File: config.mk
export PLATFORM = sky130hd
export DESIGN_NAME = l2_msg_gen
export DESIGN_NICKNAME = d
export VERILOG_FILES = /design/src/rtl/my_struct_package.sv /design/src/rtl/l2_msg_fifo.sv /design/src/rtl/l2_msg_gen.sv
export SDC_FILE = /design/constraint.sdc
export NUM_CORES = 1
export LEC_CHECK = 0
export ABC_CLOCK_PERIOD_IN_PS = 4800
export CORE_AREA = 2 2 208 210
export DETAILED_ROUTE_END_ITERATION = 16
export DIE_AREA = 0 0 210 212
export GPL_ROUTABILITY_DRIVEN = 0
export SETUP_SLACK_MARGIN = 0.3
export SYNTH_ARGS = -nofsm -noshare
export SYNTH_HDL_FRONTEND = slang
export SYNTH_SLANG_ARGS = --single-unit
File: constraint.sdc
create_clock -name clk -period 4.8 [get_ports clk]
set_clock_uncertainty 0.15 [all_clocks]
set_input_delay 1.44 -clock clk [delete_from_list [all_inputs] [get_ports clk]]
set_output_delay 1.44 -clock clk [all_outputs]
set_load 0.005 [all_outputs]
File: src/rtl/my_struct_package.sv
// Shared types for the L1 -> L2 message path: line state, L2 opcodes,
// message payload, command codes and the event-to-message planning rule.
package my_struct_package;

    typedef enum logic [1:0] {MESI_I, MESI_S, MESI_E, MESI_M} mesi_t;

    typedef enum logic [2:0] {READ, WRITE, RFO, INVALIDATE, RETURN} l2_op_t;

    typedef struct packed {
        l2_op_t      op;
        logic [31:0] addr;
    } l2_msg_t;

    // What one accepted event owes the L2: an optional victim write-back
    // followed by an optional main message.
    typedef struct packed {
        logic   need_wb;
        logic   need_main;
        l2_op_t op;
    } msg_plan_t;

    localparam logic [3:0] CMD_RD_DATA  = 4'd0;
    localparam logic [3:0] CMD_WR_DATA  = 4'd1;
    localparam logic [3:0] CMD_RD_INSTR = 4'd2;
    localparam logic [3:0] CMD_L2_INVAL = 4'd3;
    localparam logic [3:0] CMD_L2_SNOOP = 4'd4;
    localparam logic [3:0] CMD_CLEAR    = 4'd8;

    function automatic msg_plan_t plan_msgs(input logic [3:0] n, input logic hit,
                                            input mesi_t mesi, input logic victim_dirty);
        msg_plan_t p;
        p = '{need_wb: 1'b0, need_main: 1'b0, op: READ};
        case (n)
            CMD_RD_DATA, CMD_RD_INSTR: begin
                if (!hit) begin
                    p.need_wb   = victim_dirty;
                    p.need_main = 1'b1;
                    p.op        = READ;
                end
            end
            CMD_WR_DATA: begin
                if (!hit) begin
                    p.need_wb   = victim_dirty;
                    p.need_main = 1'b1;
                    p.op        = RFO;
                end else if (mesi == MESI_S) begin
                    p.need_main = 1'b1;
                    p.op        = INVALIDATE;
                end
            end
            CMD_L2_INVAL, CMD_L2_SNOOP: begin
                // Only a modified line owes its data back to the L2.
                if (mesi == MESI_M) begin
                    p.need_main = 1'b1;
                    p.op        = RETURN;
                end
            end
            default: ;
        endcase
        return p;
    endfunction

endpackage

File: src/rtl/l2_msg_fifo.sv
// Message FIFO for l2_msg_gen: power-of-two DEPTH, push/pop/flush,
// head shows READ/0 while empty so the bus idles at a known value.
module l2_msg_fifo
    import my_struct_package::*;
#(
    parameter int DEPTH = 8
) (
    input  logic    clk,
    input  logic    rst,
    input  logic    push,
    input  l2_msg_t push_data,
    input  logic    pop,
    input  logic    flush,
    output l2_msg_t head,
    output logic    full,
    output logic    empty
);

    localparam int AW = $clog2(DEPTH);
    localparam logic [AW:0] FULL_COUNT = DEPTH[AW:0];

    l2_msg_t       mem [DEPTH];
    logic [AW-1:0] wr_ptr;
    logic [AW-1:0] rd_ptr;
    logic [AW:0]   count;
    logic          do_push;
    logic          do_pop;

    assign full    = (count == FULL_COUNT);
    assign empty   = (count == '0);
    assign do_push = push && !full;
    assign do_pop  = pop && !empty;
    assign head    = empty ? l2_msg_t'('0) : mem[rd_ptr];

    // NOTE: storage has no reset; the head is masked while empty, so stale entries are never visible.
    always_ff @(posedge clk) begin
        if (do_push) mem[wr_ptr] <= push_data;
    end

    // NOTE: sequential state uses non-blocking assignments so every flop samples pre-edge values.
    always_ff @(posedge clk or negedge rst) begin
        if (!rst) begin
            wr_ptr <= '0;
            rd_ptr <= '0;
            count  <= '0;
        end else if (flush) begin
            wr_ptr <= '0;
            rd_ptr <= '0;
            count  <= '0;
        end else begin
            if (do_push) wr_ptr <= wr_ptr + 1'b1;
            if (do_pop)  rd_ptr <= rd_ptr + 1'b1;
            case ({do_push, do_pop})
                2'b10:   count <= count + 1'b1;
                2'b01:   count <= count - 1'b1;
                default: ;
            endcase
        end
    end

endmodule

File: src/rtl/l2_msg_gen.sv
// l2_msg_gen: turns L1 command outcomes into the ordered L2 message stream.
// Statistics counters are built only when L2_MSG_STATS_EN is defined.
module l2_msg_gen
    import my_struct_package::*;
#(
    parameter int DEPTH = 8
`ifdef L2_MSG_STATS_EN
    ,
    parameter int CNT_W = 32
`endif
) (
    input  logic        clk,
    input  logic        rst,
    input  logic        evt_valid,
    output logic        evt_ready,
    input  logic [3:0]  evt_n,
    input  logic [31:0] evt_addr,
    input  logic        evt_hit,
    input  mesi_t       evt_mesi,
    input  logic        evt_victim_dirty,
    input  logic [31:0] evt_victim_addr,
    output logic        msg_valid,
    input  logic        msg_ready,
    output l2_op_t      msg_op,
    output logic [31:0] msg_addr
`ifdef L2_MSG_STATS_EN
    ,
    output logic [CNT_W-1:0] stat_reads,
    output logic [CNT_W-1:0] stat_writes,
    output logic [CNT_W-1:0] stat_hits,
    output logic [CNT_W-1:0] stat_misses
`endif
);

    typedef enum logic [1:0] {IDLE, EMIT_WB, EMIT_MAIN} state_t;

    state_t      state;
    state_t      state_nx;
    msg_plan_t   plan;
    l2_op_t      lat_op;
    logic [31:0] lat_addr;
    logic [31:0] lat_wb_addr;
    logic        accept;
    logic        clear;
    logic        push;
    l2_msg_t     push_data;
    l2_msg_t     head;
    logic        fifo_full;
    logic        fifo_empty;

    assign plan      = plan_msgs(evt_n, evt_hit, evt_mesi, evt_victim_dirty);
    // Gated by rst so the producer sees no room while reset is held.
    assign evt_ready = rst && (state == IDLE) && !fifo_full;
    assign accept    = evt_valid && evt_ready;
    assign clear     = accept && (evt_n == CMD_CLEAR);

    // NOTE: every always_comb output gets a default first, so no path can infer a latch.
    always_comb begin
        state_nx  = state;
        push      = 1'b0;
        push_data = '{op: lat_op, addr: lat_addr};
        case (state)
            IDLE: begin
                if (accept) begin
                    if (plan.need_wb)        state_nx = EMIT_WB;
                    else if (plan.need_main) state_nx = EMIT_MAIN;
                end
            end
            EMIT_WB: begin
                push_data = '{op: WRITE, addr: lat_wb_addr};
                if (!fifo_full) begin
                    push     = 1'b1;
                    state_nx = EMIT_MAIN;
                end
            end
            EMIT_MAIN: begin
                if (!fifo_full) begin
                    push     = 1'b1;
                    state_nx = IDLE;
                end
            end
            default: state_nx = IDLE;
        endcase
    end

    always_ff @(posedge clk or negedge rst) begin
        if (!rst) begin
            state       <= IDLE;
            lat_op      <= READ;
            lat_addr    <= '0;
            lat_wb_addr <= '0;
        end else begin
            state <= state_nx;
            if (accept) begin
                lat_op      <= plan.op;
                lat_addr    <= evt_addr;
                lat_wb_addr <= evt_victim_addr;
            end
        end
    end

    l2_msg_fifo #(.DEPTH(DEPTH)) u_fifo (
        .clk       (clk),
        .rst       (rst),
        .push      (push),
        .push_data (push_data),
        .pop       (msg_ready),
        .flush     (clear),
        .head      (head),
        .full      (fifo_full),
        .empty     (fifo_empty)
    );

    assign msg_valid = !fifo_empty;
    assign msg_op    = head.op;
    assign msg_addr  = head.addr;

`ifdef L2_MSG_STATS_EN
    localparam logic [CNT_W-1:0] CNT_MAX = '1;

    // Counters saturate at all-ones rather than wrapping.
    always_ff @(posedge clk or negedge rst) begin
        if (!rst) begin
            stat_reads  <= '0;
            stat_writes <= '0;
            stat_hits   <= '0;
            stat_misses <= '0;
        end else if (clear) begin
            stat_reads  <= '0;
            stat_writes <= '0;
            stat_hits   <= '0;
            stat_misses <= '0;
        end else if (accept) begin
            if ((evt_n == CMD_RD_DATA || evt_n == CMD_RD_INSTR || evt_n == CMD_L2_SNOOP)
                && stat_reads != CNT_MAX)
                stat_reads <= stat_reads + 1'b1;
            if ((evt_n == CMD_WR_DATA || evt_n == CMD_L2_INVAL) && stat_writes != CNT_MAX)
                stat_writes <= stat_writes + 1'b1;
            if (evt_n <= CMD_L2_SNOOP) begin
                if (evt_hit && stat_hits != CNT_MAX)     stat_hits   <= stat_hits + 1'b1;
                if (!evt_hit && stat_misses != CNT_MAX)  stat_misses <= stat_misses + 1'b1;
            end
        end
    end
`endif

endmodule

======== After elaboration in Yosys (flattened, before gate mapping) ========
Memory sizes are Yosys's and may differ from the RTL's.
Index checks and enable logic that the tools add are counted.
storage, ports and cells
  register bits after elaboration ......... 79
  RAM bits ................................ 280
  input bits .............................. 76
  output and inout port bits .............. 37
  word-level logic and storage cells ...... 71
  memories kept ........................... 1
memory list
  name        words  bits a word  read ports  clocked after memory_dff  wr ports  line               source
  u_fifo.mem  8      35           1           0                         1         l2_msg_fifo.sv:22  l2_msg_t mem [DEPTH];
operators by class
  add/subtract/negate cells ............... 4
  eq/ne operators ......................... 16
  multiplexer cells ....................... 25
  reduce and logical (&&, ||, !) cells .... 18
operators by type and width
  operator                                             count
  2-to-1 mux 35 bit                                    2
  2-to-1 mux 4 bit                                     4
  2-to-1 mux 3 bit                                     4
  one-hot mux 4 bit (3 select lines)                   1
  2-to-1 mux 2 bit                                     5
  equality test 4 x 2 -> 1 bit, second input constant  2
  equality test 4 bit, second input constant           2
  zero test 4 bit                                      2
  one-hot mux 4 bit (2 select lines)                   1
  adder 3 x 1 -> 3 bit, second input constant          2
  equality test 2 x 1 -> 1 bit, second input constant  3
  equality test 2 bit, second input constant           3
  logical AND 1 bit                                    6
  inequality test 2 bit, second input constant         3
  one-hot mux 2 bit (3 select lines)                   1
  OR reduction 2 bit                                   3
  2-to-1 mux 1 bit                                     5
  2-to-1 mux 5 bit                                     1
  adder 4 x 1 -> 4 bit, second input constant          1
  equality test 4 x 1 -> 1 bit, second input constant  1
  equality test 4 x 3 -> 1 bit, second input constant  1
  AND reduction 4 bit                                  1
  nonzero test 2 bit                                   2
  subtractor 4 x 1 -> 4 bit, second input constant     1
  5 further kinds                                      6

======== Logic depth before layout (Yosys ltp) ========
  depth in word-level cells ............... 8
  depth in mapped cells ................... 10
  gate-level depth less buffers ........... 10

======== Cells and area by module ========
Synthesis repeated with hierarchy kept, for this count alone.
unflattened totals
  cell total of the unflattened synthesis .. 739
  area total of the unflattened synthesis .. 14,390.1 um^2
modules (own cells, without submodules)
  module       instances  cells each  area an instance (um^2)  seq. area each (um^2)
  l2_msg_fifo  1          522         11,263.3                 8,658.3
  l2_msg_gen   1          217         3,126.7                  1,726.7

======== Worst setup path before layout ========
Ideal clock, no wire load.
  path kind ............................... flip-flop to flip-flop
  start ................................... register state[0]
  end ..................................... memory u_fifo.mem[0][0] (netlist name) (enable)
  library setup time ...................... 471 ps
  arrival ................................. 3,688 ps
  required time ........................... 4,179 ps
  path slack .............................. 491 ps
  cell stages (with the launch flop) ...... 7
  buffers on the path ..................... 1
  clock period less this slack ............ 4,309 ps
  cell sequence ........................... dfrtp_1 -> inv_1 -> ha_1 -> buf_2 -> nand2_1 -> or2_2 -> nor3_1
between the ends
  cells in the longest elaborated chain, start to end .. 6
  elaborated cells between the ends (all ways) .. 7
  classes of those cells .................. 2 x eq/ne; 3 x mux; 2 x reduce/logical
ends and longest elaborated chain
  item                                                                        line               source
  start: declaration                                                          l2_msg_gen.sv:37   state_t state;
  start signal: assignment                                                    l2_msg_gen.sv:93   state <= state_nx;
  equality test 2 bit / equality test 2 x 1 -> 1 bit (equally long branches)  l2_msg_gen.sv:62   case (state)
  OR reduction 2 bit (no line) *                                              --
  2-to-1 mux 1 bit *                                                          --
  logical AND 1 bit *                                                         l2_msg_fifo.sv:31  assign do_push = push && !full;
  2-to-1 mux 1 bit *                                                          l2_msg_fifo.sv:37  if (do_push) mem[wr_ptr] <= push_data;
  2-to-1 mux 1 bit (not written as such) *                                    l2_msg_fifo.sv:37
  end: declaration                                                            l2_msg_fifo.sv:22
Mark *: on every way between the ends. The rest lies on a longest branch, timed or not.

======== Worst setup path in the final report ========
  start ................................... register u_fifo.count[0]
  end ..................................... output port msg_addr[28]
between the ends
  cells in the longest elaborated chain, start to end .. 2
ends and longest elaborated chain
  item                      line               source
  start: declaration        l2_msg_fifo.sv:25  logic [AW:0] count;
  start signal: assignment  l2_msg_fifo.sv:54  2'b10: count <= count + 1'b1;
  start signal: assignment  l2_msg_fifo.sv:55  2'b01: count <= count - 1'b1;
  zero test 4 bit           l2_msg_fifo.sv:30  assign empty = (count == '0);
  2-to-1 mux 35 bit         l2_msg_fifo.sv:33  assign head = empty ? l2_msg_t'('0) : mem[rd_ptr];
  end: declaration          l2_msg_gen.sv:25   output logic [31:0] msg_addr
Every way passes these cells.

==> results.yml <==
outcome:
  outcome: "completed"
final_layout:
  multi_input_area_um2: 4020
  layout.cells.most_common: "edfxtp_1"
  drive_above_1_share: 0.306
  diodes: 0
  stdcell_count: 1463
  seqCellArea_um2: 10400
  nNetsFinal: 969
  final_util: 0.419
  final_cell_mix: "edfxtp_1, clkdlybuf4s50_1, mux2_2"
  fillers: 3725
  area.growth.synth_to_final_pct: 22.1
run:
  drv_cap: 0
yosys:
  synth_edf_count: 280
  ys_warn_count: 0
  synth_cells: 745
  avgSynthCellArea_um2: 19.6
  synth_area_um2: 14600
  synth.distinct_cells: 53
  ys.flop_type: "edfxtp_1"
  syn-num-nets: 828
  postSynthRegisterBits: 359
  ys_seq_area_frac: 0.712
  postSynth.asyncResetShare: 0.220
floorplan:
  die_w_um: 210
  dieArea_um2: 44500
  start_util: 0.343
  io_pins: 113
  rows: 76
  coreArea_um2: 42500
  die_h_um: 212
critical_path:
  critPathKind: "reg -> out"
  critical_path.max_fanout: 27
  worst-path-buf-inv: 2
  cpMaxStageDelayCell: "dfrtp_1"
  ff2ff_path_depth: 6
  arrival_ns: 2.71
  critPathCaptureType: "output pin"
  crit_required_ns: 3.21
  crit_chain: "or3_4, nor2_4, buf_12, nor2_1, clkdlybuf4s50_1"
  cp.depth: 5
  r2r-end: "u_fifo.mem[6][33]$_DFFE_PP_"
  crit_start: "u_fifo.count[0]$_DFFE_PN0P_"
  r2r_slack_ns: 1.71
  rr_startpoint: "state[1]$_DFFE_PN0P_"
  cpLargestDelayFamily: "simple AND/OR/NAND/NOR gates"
  cp-endpoint: "msg_addr[28]"
  cp-start-kind: "flop"
  crit_path_max_incr_delay_ns: 0.52
global_route:
  met3_usage: 0.0263
  busiest_layer: "met2"
  grt_util_all_layers: 0.141
  gr-total-overflow: 0
  grt_max_degree: 54
  first_global_vias: 7660
  grt_pass1_wl_um: 46400
  antenna_found_initial: 0
  grt_use_met2: 0.229
  met1_usage: 0.193
detailed_routing:
  wl_um: 30900
  drc: 0
  via_count: 7239
  drtPass1Iterations: 4
  wl_per_cell_um: 21.1
  drt_iter0_markers: 483
  antenna_left: 0
  viasPerCell: 4.95
sta:
  period_needed_ns: 4.30
  tns_ns: 0
  relSlewSlack: 0.372
  setup_viol: 0
  max_freq_mhz: 232
  hold_viol: 0
  rsz0062_at_grt: "false"
  worst_pin_slew_ns: 0.940
  slew_viol_final: 0
  fin_crit_sh: 0.896
  holdWs_ns: 0.351
clocking:
  root_buffer: "clkbuf_16"
  cts_sinks: 359
  hold_buffers: 0
  path_clk_slew_ns: 0.06
  cts.htree.levels: 2
  clk_latency_ns: 0.55
  cts_max_path_buffers: 3
  cts_tree: "built"
  cts_made_buffers: 40
place:
  numPortBuffers: 112
  hpwlAfterDp_um: 18800
  dpl.cell_count: 1387
power:
  irDropWorstVdd_mv: 0.282
  total_power_mw: 12.1
  p_leak_nw: 6.18
  power_density_nw_per_um2: 682
worst_hold_path:
  hold_path.class: "reg -> reg"
  worstHoldStart: "lat_wb_addr[24]$_DFFE_PN0P_"
## kinds of logic (layout without fill, tap and decap cells)
kind of cell             count (synthesis)  in the layout  share of synthesized area
multiplexers                           205            205                      0.214
AO/OA/AOI/OAI                           29             29                     0.0163
adder cells (fa/ha/maj)                  7              7                    0.00601
flip-flops                             359            359                      0.712
buffers and inverters                   48            220                     0.0161
AND/OR/NAND/NOR                         92             92                     0.0324
XOR/XNOR                                 5              5                    0.00300
## registers in the layout, indices dropped and copies added, names as in the netlist
| signal | flops |
|---|---|
| lat_addr | 32 |
| lat_wb_addr | 32 |
| lat_op | 3 |
| u_fifo.wr_ptr | 3 |
| u_fifo.rd_ptr | 3 |
| u_fifo.mem | 280 |
| u_fifo.count | 4 |
| state | 2 |
## area by class of cell
| cell class | instances | share of cell area |
|---|---|---|
| flip-flops and latches | 359 | 0.584 |
| multi-input cells | 338 | 0.226 |
| repair buffers | 139 | 0.0778 |
| clock buffers | 53 | 0.0613 |
| well taps | 546 | 0.0384 |
| clock inverters | 20 | 0.0108 |
| inverters | 8 | 0.00169 |
## worst min-delay path by stage
stage	to	slack, ns	cells past startpoint
finish	lat_wb_addr[24]$_DFFE_PN0P_	0.35	1
global route	lat_addr[11]$_DFFE_PN0P_	0.36	1
CTS	lat_wb_addr[15]$_DFFE_PN0P_	0.36	1
detailed placement	lat_wb_addr[29]$_DFFE_PN0P_	0.34	1
global placement	lat_wb_addr[15]$_DFFE_PN0P_	0.33	1
floorplan	lat_op[0]$_DFFE_PN0P_	0.32	1
## power breakdown
part | switching [mW] | internal [mW] | leakage, nW
Combinational | 1.97 | 2.13 | 2.06
Clock | 1.21 | 1.77 | 0.630
Sequential | 0.418 | 4.63 | 3.49
Total | 3.60 | 8.54 | 6.18
## metrics by stage
step                worst slack [ns]  cell area, um2
floorplan                      0.491           14600
global placement               0.764           16500
detailed placement             0.691           16500
CTS                            0.429           17800
global route                   0.365           17800
finish                         0.498           17800
## synth_stat cells (3+ instances only)
cell type / number / area share
edfxtp_1: 280 / 0.58
mux2_2: 80 / 0.062
dfrtp_1: 79 / 0.14
mux4_2: 70 / 0.11
nor2_1: 49 / 0.013
mux2i_1: 37 / 0.025
mux2_4: 18 / 0.019
buf_2: 14 / 0.0048
clkbuf_1: 14 / 0.0036
nand3_1: 8 / 0.0027
buf_1: 7 / 0.0018
ha_1: 7 / 0.0060
inv_1: 7 / 0.0018
nand2_1: 7 / 0.0018
a21oi_1: 6 / 0.0021
buf_6: 5 / 0.0039
o21ai_0: 5 / 0.0017
nor3_1: 4 / 0.0014
nand2b_1: 3 / 0.0013
nand3b_1: 3 / 0.0015
or2_2: 3 / 0.0013
xor2_1: 3 / 0.0018
## layer usage
layer / share of wire / routed length [um] / up-vias
met3: 0.047 / 1450 / 35
met5: 0 / 0 / -
li1: - / - / 3261
met1: 0.45 / 14000 / 3792
met2: 0.48 / 14900 / 151
met4: 0.016 / 509 / 0
## worst reg2reg max path: stages, from the launching register on
cell and delay, ns:
dfrtp_1 0.38, inv_1 0.09, ha_1 0.51, nand2_1 0.14, or2_2 0.40, nor2_4 0.64, buf_4 0.44
## what timing repair did
item                       4_1_cts  5_1_grt
gates resized for setup          0        0
setup endpoints to repair        7        0
setup buffers                    3        0
Power figures use the tool's default switching activity.
